File: config.mk
export PLATFORM = sky130hd
export DESIGN_NAME = alu_arbiter_flat
export DESIGN_NICKNAME = d
export VERILOG_FILES = /design/src/rtl/alu_pkg.sv /design/src/rtl/alu_arbiter_if.sv /design/src/rtl/rr_arb2.sv /design/src/rtl/alu_arbiter.sv /design/src/flat_wrapper.sv
export SDC_FILE = /design/constraint.sdc
export NUM_CORES = 1
export LEC_CHECK = 0
export CAP_MARGIN = 20
export CORE_AREA = 2 2 142 144
export DETAILED_ROUTE_END_ITERATION = 10
export DIE_AREA = 0 0 144 146
export GPL_ROUTABILITY_DRIVEN = 0
export PLACE_DENSITY = 0.46
export SYNTH_ARGS = -nofsm -noshare
export SYNTH_HDL_FRONTEND = slang
export SYNTH_SLANG_ARGS = --single-unit
File: constraint.sdc
create_clock -name CLK -period 1.65 [get_ports CLK]
set_input_delay 0.33 -clock CLK [delete_from_list [all_inputs] [get_ports CLK]]
set_output_delay 0.33 -clock CLK [all_outputs]
set_load 0.01 [all_outputs]
File: src/rtl/alu_pkg.sv
// Shared types and constants for the ALU arbiter slice.
// The arbiter never decodes instructions; the opcode fields serve the ALU.
package alu_pkg;

    localparam int XLEN_DEFAULT = 32;

    typedef struct packed {
        logic [6:0] funct7;
        logic [4:0] rs2;
        logic [4:0] rs1;
        logic [2:0] funct3;
        logic [4:0] rd;
        logic [6:0] opcode;
    } R_Type;

    localparam logic [2:0] OP_ADD  = 3'b000;
    localparam logic [2:0] OP_SLL  = 3'b001;
    localparam logic [2:0] OP_SLT  = 3'b010;
    localparam logic [2:0] OP_SLTU = 3'b011;
    localparam logic [2:0] OP_XOR  = 3'b100;
    localparam logic [2:0] OP_SR   = 3'b101;
    localparam logic [2:0] OP_OR   = 3'b110;
    localparam logic [2:0] OP_AND  = 3'b111;

    typedef logic [0:0] req_id_t;

    typedef enum logic {
        ST_EMPTY = 1'b0,
        ST_FULL  = 1'b1
    } rsp_state_t;

    // One-hot grant to requester index; zero grant maps to 0.
    function automatic req_id_t grant_to_id(input logic [1:0] grant);
        return grant[1];
    endfunction

endpackage

File: src/rtl/alu_arbiter_if.sv
// Request, shared-ALU and response signals of the ALU arbiter.
// slave is the arbiter's view; master is the surrounding pipeline's.
interface alu_arbiter_if
    import alu_pkg::*;
#(
    parameter int XLEN = XLEN_DEFAULT
);

    logic            req0_valid;
    logic            req1_valid;
    logic            req0_ready;
    logic            req1_ready;
    logic [31:0]     req0_instr;
    logic [31:0]     req1_instr;
    logic [XLEN-1:0] req0_rs1;
    logic [XLEN-1:0] req0_rs2;
    logic [XLEN-1:0] req1_rs1;
    logic [XLEN-1:0] req1_rs2;

    logic [31:0]     alu_instr;
    logic [XLEN-1:0] alu_rs1;
    logic [XLEN-1:0] alu_rs2;
    logic [XLEN-1:0] alu_result;

    logic            rsp_valid;
    logic            rsp_ready;
    req_id_t         rsp_id;
    logic [XLEN-1:0] rsp_data;
    logic            busy;

    modport slave (
        input  req0_valid, req1_valid,
        input  req0_instr, req1_instr,
        input  req0_rs1, req0_rs2,
        input  req1_rs1, req1_rs2,
        output req0_ready, req1_ready,
        output alu_instr, alu_rs1, alu_rs2,
        input  alu_result,
        output rsp_valid, rsp_id, rsp_data,
        input  rsp_ready,
        output busy
    );

    modport master (
        output req0_valid, req1_valid,
        output req0_instr, req1_instr,
        output req0_rs1, req0_rs2,
        output req1_rs1, req1_rs2,
        input  req0_ready, req1_ready,
        input  alu_instr, alu_rs1, alu_rs2,
        output alu_result,
        input  rsp_valid, rsp_id, rsp_data,
        output rsp_ready,
        input  busy
    );

endinterface

File: src/rtl/rr_arb2.sv
// Two-way round-robin arbiter; the pointer names the favoured requester
// and moves to the loser only when the caller reports a real transfer.
module rr_arb2 (
    input  logic       CLK,
    input  logic       reset,
    input  logic [1:0] req,
    output logic [1:0] grant,
    input  logic       advance
);

    logic r_ptr;

    always_comb begin
        grant = 2'b00;
        if (r_ptr == 1'b0) begin
            if (req[0]) begin
                grant = 2'b01;
            end else if (req[1]) begin
                grant = 2'b10;
            end
        end else begin
            if (req[1]) begin
                grant = 2'b10;
            end else if (req[0]) begin
                grant = 2'b01;
            end
        end
    end

    always_ff @(posedge CLK or posedge reset) begin
        if (reset) begin
            r_ptr <= 1'b0;
        end else if (advance && (grant != 2'b00)) begin
            r_ptr <= grant[0];
        end
    end

endmodule

File: src/rtl/alu_arbiter.sv
// Shares one external combinational ALU between two requesters and
// registers each result in a single-entry response buffer.
module alu_arbiter
    import alu_pkg::*;
#(
    parameter int XLEN = XLEN_DEFAULT
) (
    input logic          CLK,
    input logic          reset,
    alu_arbiter_if.slave bus
);

    rsp_state_t      r_state;
    rsp_state_t      w_state_nxt;
    logic [1:0]      w_req;
    logic [1:0]      w_grant;
    logic            w_accept_ok;
    logic            w_xfer;
    req_id_t         w_gnt_id;
    logic [31:0]     w_instr;
    logic [XLEN-1:0] w_rs1;
    logic [XLEN-1:0] w_rs2;
    req_id_t         r_rsp_id;
    logic [XLEN-1:0] r_rsp_data;

    assign w_req = {bus.req1_valid, bus.req0_valid};

    rr_arb2 u_arb (
        .CLK     (CLK),
        .reset   (reset),
        .req     (w_req),
        .grant   (w_grant),
        .advance (w_xfer)
    );

    // A held response blocks new work unless it drains this same cycle.
    assign w_accept_ok = !reset &&
                         ((r_state == ST_EMPTY) || bus.rsp_ready);
    assign w_xfer      = w_accept_ok && (w_grant != 2'b00);
    assign w_gnt_id    = grant_to_id(w_grant);

    assign bus.req0_ready = w_grant[0] && w_accept_ok;
    assign bus.req1_ready = w_grant[1] && w_accept_ok;

    always_comb begin
        w_instr = '0;
        w_rs1   = '0;
        w_rs2   = '0;
        if (w_grant[0]) begin
            w_instr = bus.req0_instr;
            w_rs1   = bus.req0_rs1;
            w_rs2   = bus.req0_rs2;
        end else if (w_grant[1]) begin
            w_instr = bus.req1_instr;
            w_rs1   = bus.req1_rs1;
            w_rs2   = bus.req1_rs2;
        end
    end

    assign bus.alu_instr = w_instr;
    assign bus.alu_rs1   = w_rs1;
    assign bus.alu_rs2   = w_rs2;

    always_comb begin
        w_state_nxt = r_state;
        case (r_state)
            ST_EMPTY: begin
                if (w_xfer) begin
                    w_state_nxt = ST_FULL;
                end
            end
            ST_FULL: begin
                if (bus.rsp_ready) begin
                    w_state_nxt = w_xfer ? ST_FULL : ST_EMPTY;
                end
            end
            default: w_state_nxt = ST_EMPTY;
        endcase
    end

    always_ff @(posedge CLK or posedge reset) begin
        if (reset) begin
            r_state <= ST_EMPTY;
        end else begin
            r_state <= w_state_nxt;
        end
    end

    always_ff @(posedge CLK or posedge reset) begin
        if (reset) begin
            r_rsp_id   <= '0;
            r_rsp_data <= '0;
        end else if (w_xfer) begin
            r_rsp_id   <= w_gnt_id;
            r_rsp_data <= bus.alu_result;
        end
    end

    assign bus.rsp_valid = (r_state == ST_FULL);
    assign bus.rsp_id    = r_rsp_id;
    assign bus.rsp_data  = r_rsp_data;
    assign bus.busy      = (r_state == ST_FULL);

    a_one_ready: assert property (
        @(posedge CLK) disable iff (reset)
        !(bus.req0_ready && bus.req1_ready)
    );

    a_ready_valid: assert property (
        @(posedge CLK) disable iff (reset)
        (!bus.req0_ready || bus.req0_valid) &&
        (!bus.req1_ready || bus.req1_valid)
    );

endmodule

File: src/flat_wrapper.sv
// flat-port wrapper written by rule: the top's interface ports become plain ports
module alu_arbiter_flat import alu_pkg::*;
#(
    parameter int XLEN = XLEN_DEFAULT
)
  (CLK, reset, bus_req0_valid, bus_req1_valid, bus_req0_instr, bus_req1_instr, bus_req0_rs1, bus_req0_rs2, bus_req1_rs1, bus_req1_rs2, bus_req0_ready, bus_req1_ready, bus_alu_instr, bus_alu_rs1, bus_alu_rs2, bus_alu_result, bus_rsp_valid, bus_rsp_id, bus_rsp_data, bus_rsp_ready, bus_busy);
  alu_arbiter_if #(.XLEN(XLEN)) bus_i ();
  input logic CLK;
  input logic reset;
  input wire logic [$bits(bus_i.req0_valid)-1:0] bus_req0_valid;
  input wire logic [$bits(bus_i.req1_valid)-1:0] bus_req1_valid;
  input wire logic [$bits(bus_i.req0_instr)-1:0] bus_req0_instr;
  input wire logic [$bits(bus_i.req1_instr)-1:0] bus_req1_instr;
  input wire logic [$bits(bus_i.req0_rs1)-1:0] bus_req0_rs1;
  input wire logic [$bits(bus_i.req0_rs2)-1:0] bus_req0_rs2;
  input wire logic [$bits(bus_i.req1_rs1)-1:0] bus_req1_rs1;
  input wire logic [$bits(bus_i.req1_rs2)-1:0] bus_req1_rs2;
  output wire logic [$bits(bus_i.req0_ready)-1:0] bus_req0_ready;
  output wire logic [$bits(bus_i.req1_ready)-1:0] bus_req1_ready;
  output wire logic [$bits(bus_i.alu_instr)-1:0] bus_alu_instr;
  output wire logic [$bits(bus_i.alu_rs1)-1:0] bus_alu_rs1;
  output wire logic [$bits(bus_i.alu_rs2)-1:0] bus_alu_rs2;
  input wire logic [$bits(bus_i.alu_result)-1:0] bus_alu_result;
  output wire logic [$bits(bus_i.rsp_valid)-1:0] bus_rsp_valid;
  output wire logic [$bits(bus_i.rsp_id)-1:0] bus_rsp_id;
  output wire logic [$bits(bus_i.rsp_data)-1:0] bus_rsp_data;
  input wire logic [$bits(bus_i.rsp_ready)-1:0] bus_rsp_ready;
  output wire logic [$bits(bus_i.busy)-1:0] bus_busy;
  assign bus_i.req0_valid = bus_req0_valid;
  assign bus_i.req1_valid = bus_req1_valid;
  assign bus_i.req0_instr = bus_req0_instr;
  assign bus_i.req1_instr = bus_req1_instr;
  assign bus_i.req0_rs1 = bus_req0_rs1;
  assign bus_i.req0_rs2 = bus_req0_rs2;
  assign bus_i.req1_rs1 = bus_req1_rs1;
  assign bus_i.req1_rs2 = bus_req1_rs2;
  assign bus_req0_ready = bus_i.req0_ready;
  assign bus_req1_ready = bus_i.req1_ready;
  assign bus_alu_instr = bus_i.alu_instr;
  assign bus_alu_rs1 = bus_i.alu_rs1;
  assign bus_alu_rs2 = bus_i.alu_rs2;
  assign bus_i.alu_result = bus_alu_result;
  assign bus_rsp_valid = bus_i.rsp_valid;
  assign bus_rsp_id = bus_i.rsp_id;
  assign bus_rsp_data = bus_i.rsp_data;
  assign bus_i.rsp_ready = bus_rsp_ready;
  assign bus_busy = bus_i.busy;
  alu_arbiter #(.XLEN(XLEN)) u_core (.CLK(CLK), .reset(reset), .bus(bus_i));
endmodule
# Word-level counts from Yosys, hierarchy flattened

Index checks and enable logic that the tools add are counted.

Output and inout port bits: 133
Register bits: 35
Word-level logic and storage cells: 27
Input port bits: 229

Multiplexer cells: 14
Bitwise gates (word level): 1
Reductions and logical operators: 8

Operator list:

| cell                            | count |
|---|---|
| 2-to-1 mux 32 bit               | 6 |
| 2-to-1 mux 2 bit                | 4 |
| logical AND 1 bit               | 5 |
| 2-to-1 mux 1 bit                | 3 |
| case mux 1 bit (2 select lines) | 1 |
| nonzero test 2 bit              | 1 |
| zero test 1 bit                 | 1 |
| logical OR 1 bit                | 1 |
| NOT 1 bit                       | 1 |

# Longest topological paths before layout

Depth in word-level cells: 8
Mapped depth: 6
Mapped depth without buffers: 3

# Modules after synthesis

Synthesis repeated with hierarchy kept, for this count alone.

Cells, all modules: 209
Area total of the unflattened synthesis: 2344.7 um^2

Modules (own cells, without submodules):

| module      | area an instance (um^2) | cells each | seq. area each (um^2) | instances |
|---|---|---|---|---|
| alu_arbiter | 2285.9                  | 202        | 850.8                 | 1 |
| rr_arb2     | 58.8                    | 7          | 25.0                  | 1 |

# Worst setup path before layout

OpenSTA, ideal clock, no wires.

Path type: reg-to-output
Start point: register u_core.u_arb.r_ptr
End point: output port bus_alu_instr[0]
Path buffers: 3
Arrival: 1278 ps
Data required time: 1320 ps
Setup slack: 42 ps
Cell stages (with the launch flop): 7
Path through: dfrtp_1 nand2b_1 and2_1 buf_2 buf_6 buf_6 a22o_1

Word-level cells in the longest chain between the ends: 3

RTL lines:

| item                     | line               | RTL |
|---|---|---|
| start: declaration       | rr_arb2.sv:11      | `logic r_ptr;` |
| start signal: assignment | rr_arb2.sv:34      | `r_ptr <= grant[0];` |
| 2-to-1 mux 2 bit (*)     | rr_arb2.sv:15      | `if (r_ptr == 1'b0) begin` |
| 2-to-1 mux 32 bit        | alu_arbiter.sv:53  | `end else if (w_grant[1]) begin` |
| 2-to-1 mux 32 bit (*)    | alu_arbiter.sv:49  | `if (w_grant[0]) begin` |
| end: declaration         | flat_wrapper.sv:20 | `output wire logic [$bits(bus_i.alu_instr)-1:0] bus_alu_instr;` |

Every way passes the cells marked *; elsewhere a longest branch is shown, timed or not.

# Worst setup path after layout

Start point: register u_core.u_arb.r_ptr
End point: output port bus_alu_rs2[9]

Word-level cells in the longest chain between the ends: 3

RTL lines:

| item                  | line               | RTL |
|---|---|---|
| 2-to-1 mux 2 bit (*)  | rr_arb2.sv:15      |  |
| 2-to-1 mux 32 bit     | alu_arbiter.sv:53  |  |
| 2-to-1 mux 32 bit (*) | alu_arbiter.sv:49  |  |
| end: declaration      | flat_wrapper.sv:22 | `output wire logic [$bits(bus_i.alu_rs2)-1:0] bus_alu_rs2;` |

Marks and branches as above.

==> flow_summary.html <==
<table>
<tr><th>Metric</th><th>Value</th></tr>
<tr><th colspan="2">Critical path</th></tr>
<tr><td>Largest driver fanout on the critical path</td><td>8</td></tr>
<tr><td>Number of cell instances on the worst register-to-register path</td><td>6</td></tr>
<tr><td>Critical path data required time</td><td>around 1.3 ns</td></tr>
<tr><td>CP peak stage delay</td><td>0.42 ns</td></tr>
<tr><td>CP arrival</td><td>approximately 1.7 ns</td></tr>
<tr><td>CP Depth</td><td>6</td></tr>
<tr><td>Highest-delay cell along the critical path</td><td>dfrtp_1</td></tr>
<tr><td>Top cell family by delay on the critical path</td><td>buffers and inverters</td></tr>
<tr><td>CP Capture Type</td><td>output port</td></tr>
<tr><td>WP buf/inv</td><td>3</td></tr>
<tr><td>Critical path start-end classification</td><td>reg -&gt; out</td></tr>
<tr><td>Critical Path, Cell by Cell</td><td>nand2b_4 -&gt; and2_4 -&gt; buf_12 -&gt; buf_16 -&gt; a22o_1 -&gt; buf_2</td></tr>
<tr><td>Crit path launch type</td><td>flip-flop</td></tr>
<tr><th colspan="2">Placed design</th></tr>
<tr><td>Worst setup slack before clock tree synthesis</td><td>-0.892 ns</td></tr>
<tr><td>Count of input and output buffers</td><td>361</td></tr>
<tr><td>Cell Count Post-Placement</td><td>between 800 and 900</td></tr>
<tr><td>Placed instance area</td><td>6450 sq um</td></tr>
<tr><td>Sum of net half-perimeters after detailed placement</td><td>about 14000 um</td></tr>
<tr><th colspan="2">Finish</th></tr>
<tr><td>Post-layout utilization of the core</td><td>a little over a third</td></tr>
<tr><td>Layout cells sized above 1</td><td>34.3%</td></tr>
<tr><td>Area growth syn-to-layout</td><td>197%</td></tr>
<tr><td>Post-route standard cell area excluding fillers</td><td>around 7000 sq um</td></tr>
<tr><td>Layout filler cell count</td><td>just under 2000</td></tr>
<tr><td>Number of nets in the layout</td><td>around 840</td></tr>
<tr><td>Post-route insts no fill</td><td>874</td></tr>
<tr><th colspan="2">Logic synthesis</th></tr>
<tr><td>Post-synth EDFFs</td><td>0</td></tr>
<tr><td>Largest family of logic cells by synthesized area</td><td>compound AO/OA/AOI/OAI gates</td></tr>
<tr><td>Most common library cells after synthesis</td><td>a22o_1 (96), dfrtp_1 (35), mux2_2 (29)</td></tr>
<tr><td>Biggest area contributors in the synthesized netlist</td><td>dfrtp_1 (37%), a22o_1 (36%), mux2_2 (14%), buf_6 (3.8%), buf_2 (2.1%)</td></tr>
<tr><td>XOR/XNOR Fraction of Synth Area</td><td>0%</td></tr>
<tr><td>Compound-gate portion of the synthesized area</td><td>36.9%</td></tr>
<tr><td>Synthesis-stage register bit count</td><td>35</td></tr>
<tr><td>Async set-or-reset flop fraction in the synthesized netlist</td><td>between 90% and 100%</td></tr>
<tr><td>Ys flop type</td><td>dfrtp_1</td></tr>
<tr><td>Number of distinct library cell variants in the gate-level netlist after synthesis</td><td>21</td></tr>
<tr><td>Synth Net Count</td><td>about 430</td></tr>
<tr><td>Leading area contributor after synthesis</td><td>dfrtp_1</td></tr>
<tr><td>Synthesis warning total</td><td>0</td></tr>
<tr><td>Adder-cell share of the synthesized area</td><td>0%</td></tr>
<tr><td>Post-Synthesis Cell Area</td><td>about 2400 sq um</td></tr>
<tr><td>Mean instance size in the synthesized netlist</td><td>between 10 and 15 sq um</td></tr>
<tr><td>Most frequently used cell type in the post-synthesis netlist</td><td>a22o_1</td></tr>
<tr><td>Share of Yosys cell area claimed by the top area cell type</td><td>37.1%</td></tr>
<tr><td>Post-synthesis share of cell area spent on and, or, nand and nor gates</td><td>around 3.1%</td></tr>
<tr><td>Multiplexer share of the synthesized area</td><td>15.3%</td></tr>
<tr><td>Number of standard cells after synthesis</td><td>about 200</td></tr>
<tr><td>Portion of the post-synthesis area used by sequential elements</td><td>between 30% and 40%</td></tr>
<tr><th colspan="2">Pwr</th></tr>
<tr><td>Leakage component of the power</td><td>roughly 3.1 nW</td></tr>
<tr><td>Post-route total power</td><td>a little over 5 mW</td></tr>
<tr><td>Proportion of power drawn by flip-flops and latches</td><td>21.5%</td></tr>
<tr><td>Combinational group share of total power</td><td>57.4%</td></tr>
<tr><td>Switching share of power</td><td>29.5%</td></tr>
<tr><td>Power share of the clock group</td><td>around a fifth</td></tr>
<tr><td>Int Power</td><td>around 3.6 mW</td></tr>
<tr><td>Net load switching power</td><td>~1.5 mW</td></tr>
<tr><td>Power density over the cells</td><td>737 nW/um^2</td></tr>
<tr><td>VDD IR-drop max</td><td>approximately 0.00048 V</td></tr>
<tr><th colspan="2">Drt</th></tr>
<tr><td>Iteration count of the initial detailed-routing pass</td><td>4</td></tr>
<tr><td>Final antenna-violating net count</td><td>0</td></tr>
<tr><td>Routed Wire Length</td><td>approximately 18000 um</td></tr>
<tr><td>Per-cell routed wire length</td><td>roughly 20 um</td></tr>
<tr><td>DR iter-0 viols</td><td>132</td></tr>
<tr><td>Remaining design rule violation count</td><td>0</td></tr>
<tr><td>Via Count</td><td>3583</td></tr>
<tr><td>Detail-routed via count per cell</td><td>a little over 4</td></tr>
<tr><th colspan="2">Floorplanning</th></tr>
<tr><td>Chip width</td><td>about 140 um</td></tr>
<tr><td>Standard-cell rows</td><td>51</td></tr>
<tr><td>Starting utilization of the core area</td><td>between 10% and 20%</td></tr>
<tr><td>Chip Height</td><td>about 150 um</td></tr>
<tr><td>Total I/O pin count</td><td>between 300 and 400</td></tr>
<tr><td>Die Area</td><td>21000 sq um</td></tr>
<tr><td>Placeable Area</td><td>approximately 19000 sq um</td></tr>
<tr><th colspan="2">Timing</th></tr>
<tr><td>Setup ws final</td><td>-0.343 ns</td></tr>
<tr><td>Crit share post-route</td><td>121%</td></tr>
<tr><td>Worst setup skew after layout</td><td>0.00222 ns</td></tr>
<tr><td>Max-slew violation total from the final report</td><td>0</td></tr>
<tr><td>Hold Worst Slack</td><td>roughly 0.39 ns</td></tr>
<tr><td>Unrepaired setup endpoints after global routing</td><td>true</td></tr>
<tr><td>Worst slew pin tran</td><td>between 0.2 and 0.3 ns</td></tr>
<tr><td>Post-layout min period</td><td>approximately 2 ns</td></tr>
<tr><td>Fmax</td><td>~0.5 GHz</td></tr>
<tr><td>Worst slew margin relative to its limit</td><td>roughly 80%</td></tr>
<tr><td>Fin Setup TNS</td><td>-29.08 ns</td></tr>
<tr><td>Final Hold Violating Endpoints</td><td>0</td></tr>
<tr><td>Final Setup Violations</td><td>97</td></tr>
<tr><th colspan="2">Clock network</th></tr>
<tr><td>CTS Hold Buffers Added</td><td>0</td></tr>
<tr><td>TritonCTS clock tree</td><td>yes</td></tr>
<tr><td>CTS Buf Count</td><td>5</td></tr>
<tr><td>Post-CTS clock slew at the launch and capture registers of the worst setup and hold paths</td><td>approximately 0.050 ns</td></tr>
<tr><td>Clock latency of the later-clocked register in the worst-skew pair</td><td>0.27 ns</td></tr>
<tr><td>Root buffer cell</td><td>clkbuf_16</td></tr>
<tr><td>H-Tree Depth</td><td>2</td></tr>
<tr><td>CTS Buffer Depth</td><td>2</td></tr>
<tr><td>Clock sink count</td><td>35</td></tr>
<tr><th colspan="2">Outcome</th></tr>
<tr><td>Violated checks</td><td>negative setup slack</td></tr>
<tr><td>Outcome</td><td>complete, but fails checks</td></tr>
<tr><th colspan="2">Global routing</th></tr>
<tr><td>Vias in the first global route</td><td>approximately 3800</td></tr>
<tr><td>Global-route wire length before repair</td><td>~24000 um</td></tr>
<tr><td>Initial antenna violation count</td><td>2</td></tr>
<tr><td>Pin count of the biggest net entering global routing</td><td>21</td></tr>
<tr><td>Aggregate global routing overflow</td><td>0</td></tr>
<tr><td>Aggregate global-route resource usage</td><td>roughly 15%</td></tr>
<tr><th colspan="2">Job</th></tr>
<tr><td># Max-Cap Violations</td><td>0</td></tr>
<tr><th colspan="2">Min path</th></tr>
<tr><td>Hold Path Class</td><td>in -&gt; async</td></tr>
</table>
worst paths after layout:
kind	startpoint	endpoint	slack, ns
hold reg to reg	u_core.bus.rsp_data[20]	u_core.bus.rsp_data[20]	0.50
setup reg to reg	u_core.bus.busy	u_core.bus.rsp_data[8]	0.05
hold / removal	reset	u_core.bus.busy	0.39
setup / recovery	u_core.u_arb.r_ptr	bus_alu_rs2[9]	-0.34
min in group CLK	u_core.bus.rsp_data[20]	u_core.bus.rsp_data[20]	0.50
max in group asynchronous	reset	u_core.bus.rsp_data[6]	1.03
worst min-delay path: cells and delay by family:
kind                   cells  cell delay, ns
buffers and inverters      4            0.70
timing repair:
item | 4_1_cts | 5_1_grt
resized for setup | 462 | 30
gates cloned | 11 | 2
pin swaps | 8 | 9
buffers inserted | 19 | 4
setup endpoints to repair | 130 | 112
cell families (layout without fill, tap and decap cells):
family	after synthesis	count (layout)
DFF	35	35
and+or+nand+nor	10	10
AOI/OAI and AO/OA	100	100
muxes	32	32
buffers and inverters	28	430
other	0	2
flip-flops by register name (all words and copies together) (netlist names):
name                 count
u_core.u_arb.r_ptr       1
u_core.bus.rsp_data     32
u_core.bus.rsp_id        1
u_core.bus.busy          1
power groups by stage:
| stage | combinational [mW] | sequential, mW | clock [mW] |
|---|---|---|---|
| after global routing | 3.13 | 1.13 | 1.17 |
| after CTS | 2.87 | 1.11 | 1.14 |
| after floorplan | 0.869 | 1.19 | 0 |
| final | 2.97 | 1.11 | 1.09 |
| after detailed placement | 2.70 | 1.12 | 0 |
| after global placement | 2.69 | 1.11 | 0 |
layer usage:
layer	vias to the layer above	part of all wire [%]	global-route usage (%)
met2	226	53	29.0
met1	1705	37	17.6
li1	1638	-	-
met4	0	1.0	2.65
met3	14	9.5	3.82
met5	-	0	0
cell usage in the layout, fill, tap and decap left out:
cell type        instances
or2_2                    1
dfrtp_1                 35
buf_6                   41
buf_2                   70
nand2b_4                 1
o21ai_0                  1
buf_12                  12
mux2_1                   1
buf_16                  10
bufinv_16                1
mux2_2                  13
or2_4                    1
clkdlybuf4s15_1          1
clkbuf_8                 1
o22ai_1                  1
a22o_4                   3
nor2b_4                  1
and2_4                   1
nor2_1                   1
clkbuf_16                7
nor3b_4                  1
dlygate4sd2_1            5
diode_2                  2
inv_1                    3
nor2_2                   1
nor3_4                   1
buf_4                   19
buf_8                    2
mux2_4                  18
nand2_4                  1
a21boi_4                 1
clkinv_2                 1
o31ai_1                  1
a22o_1                  93
clkdlybuf4s50_1        257
cell type report:
type | count | area [sq um] | share of cell area, %
timing repair buffer | 419 | 4180 | 59.5
multi-input combinational | 142 | 1440 | 20.5
sequential | 35 | 876 | 12.5
tap | 265 | 332 | 4.73
clock buffer | 6 | 139 | 1.98
clock inverter | 2 | 35.0 | 0.499
inverter | 3 | 11.3 | 0.161
antenna | 2 | 5.00 | 0.0714
Power figures use the tool's default switching activity.
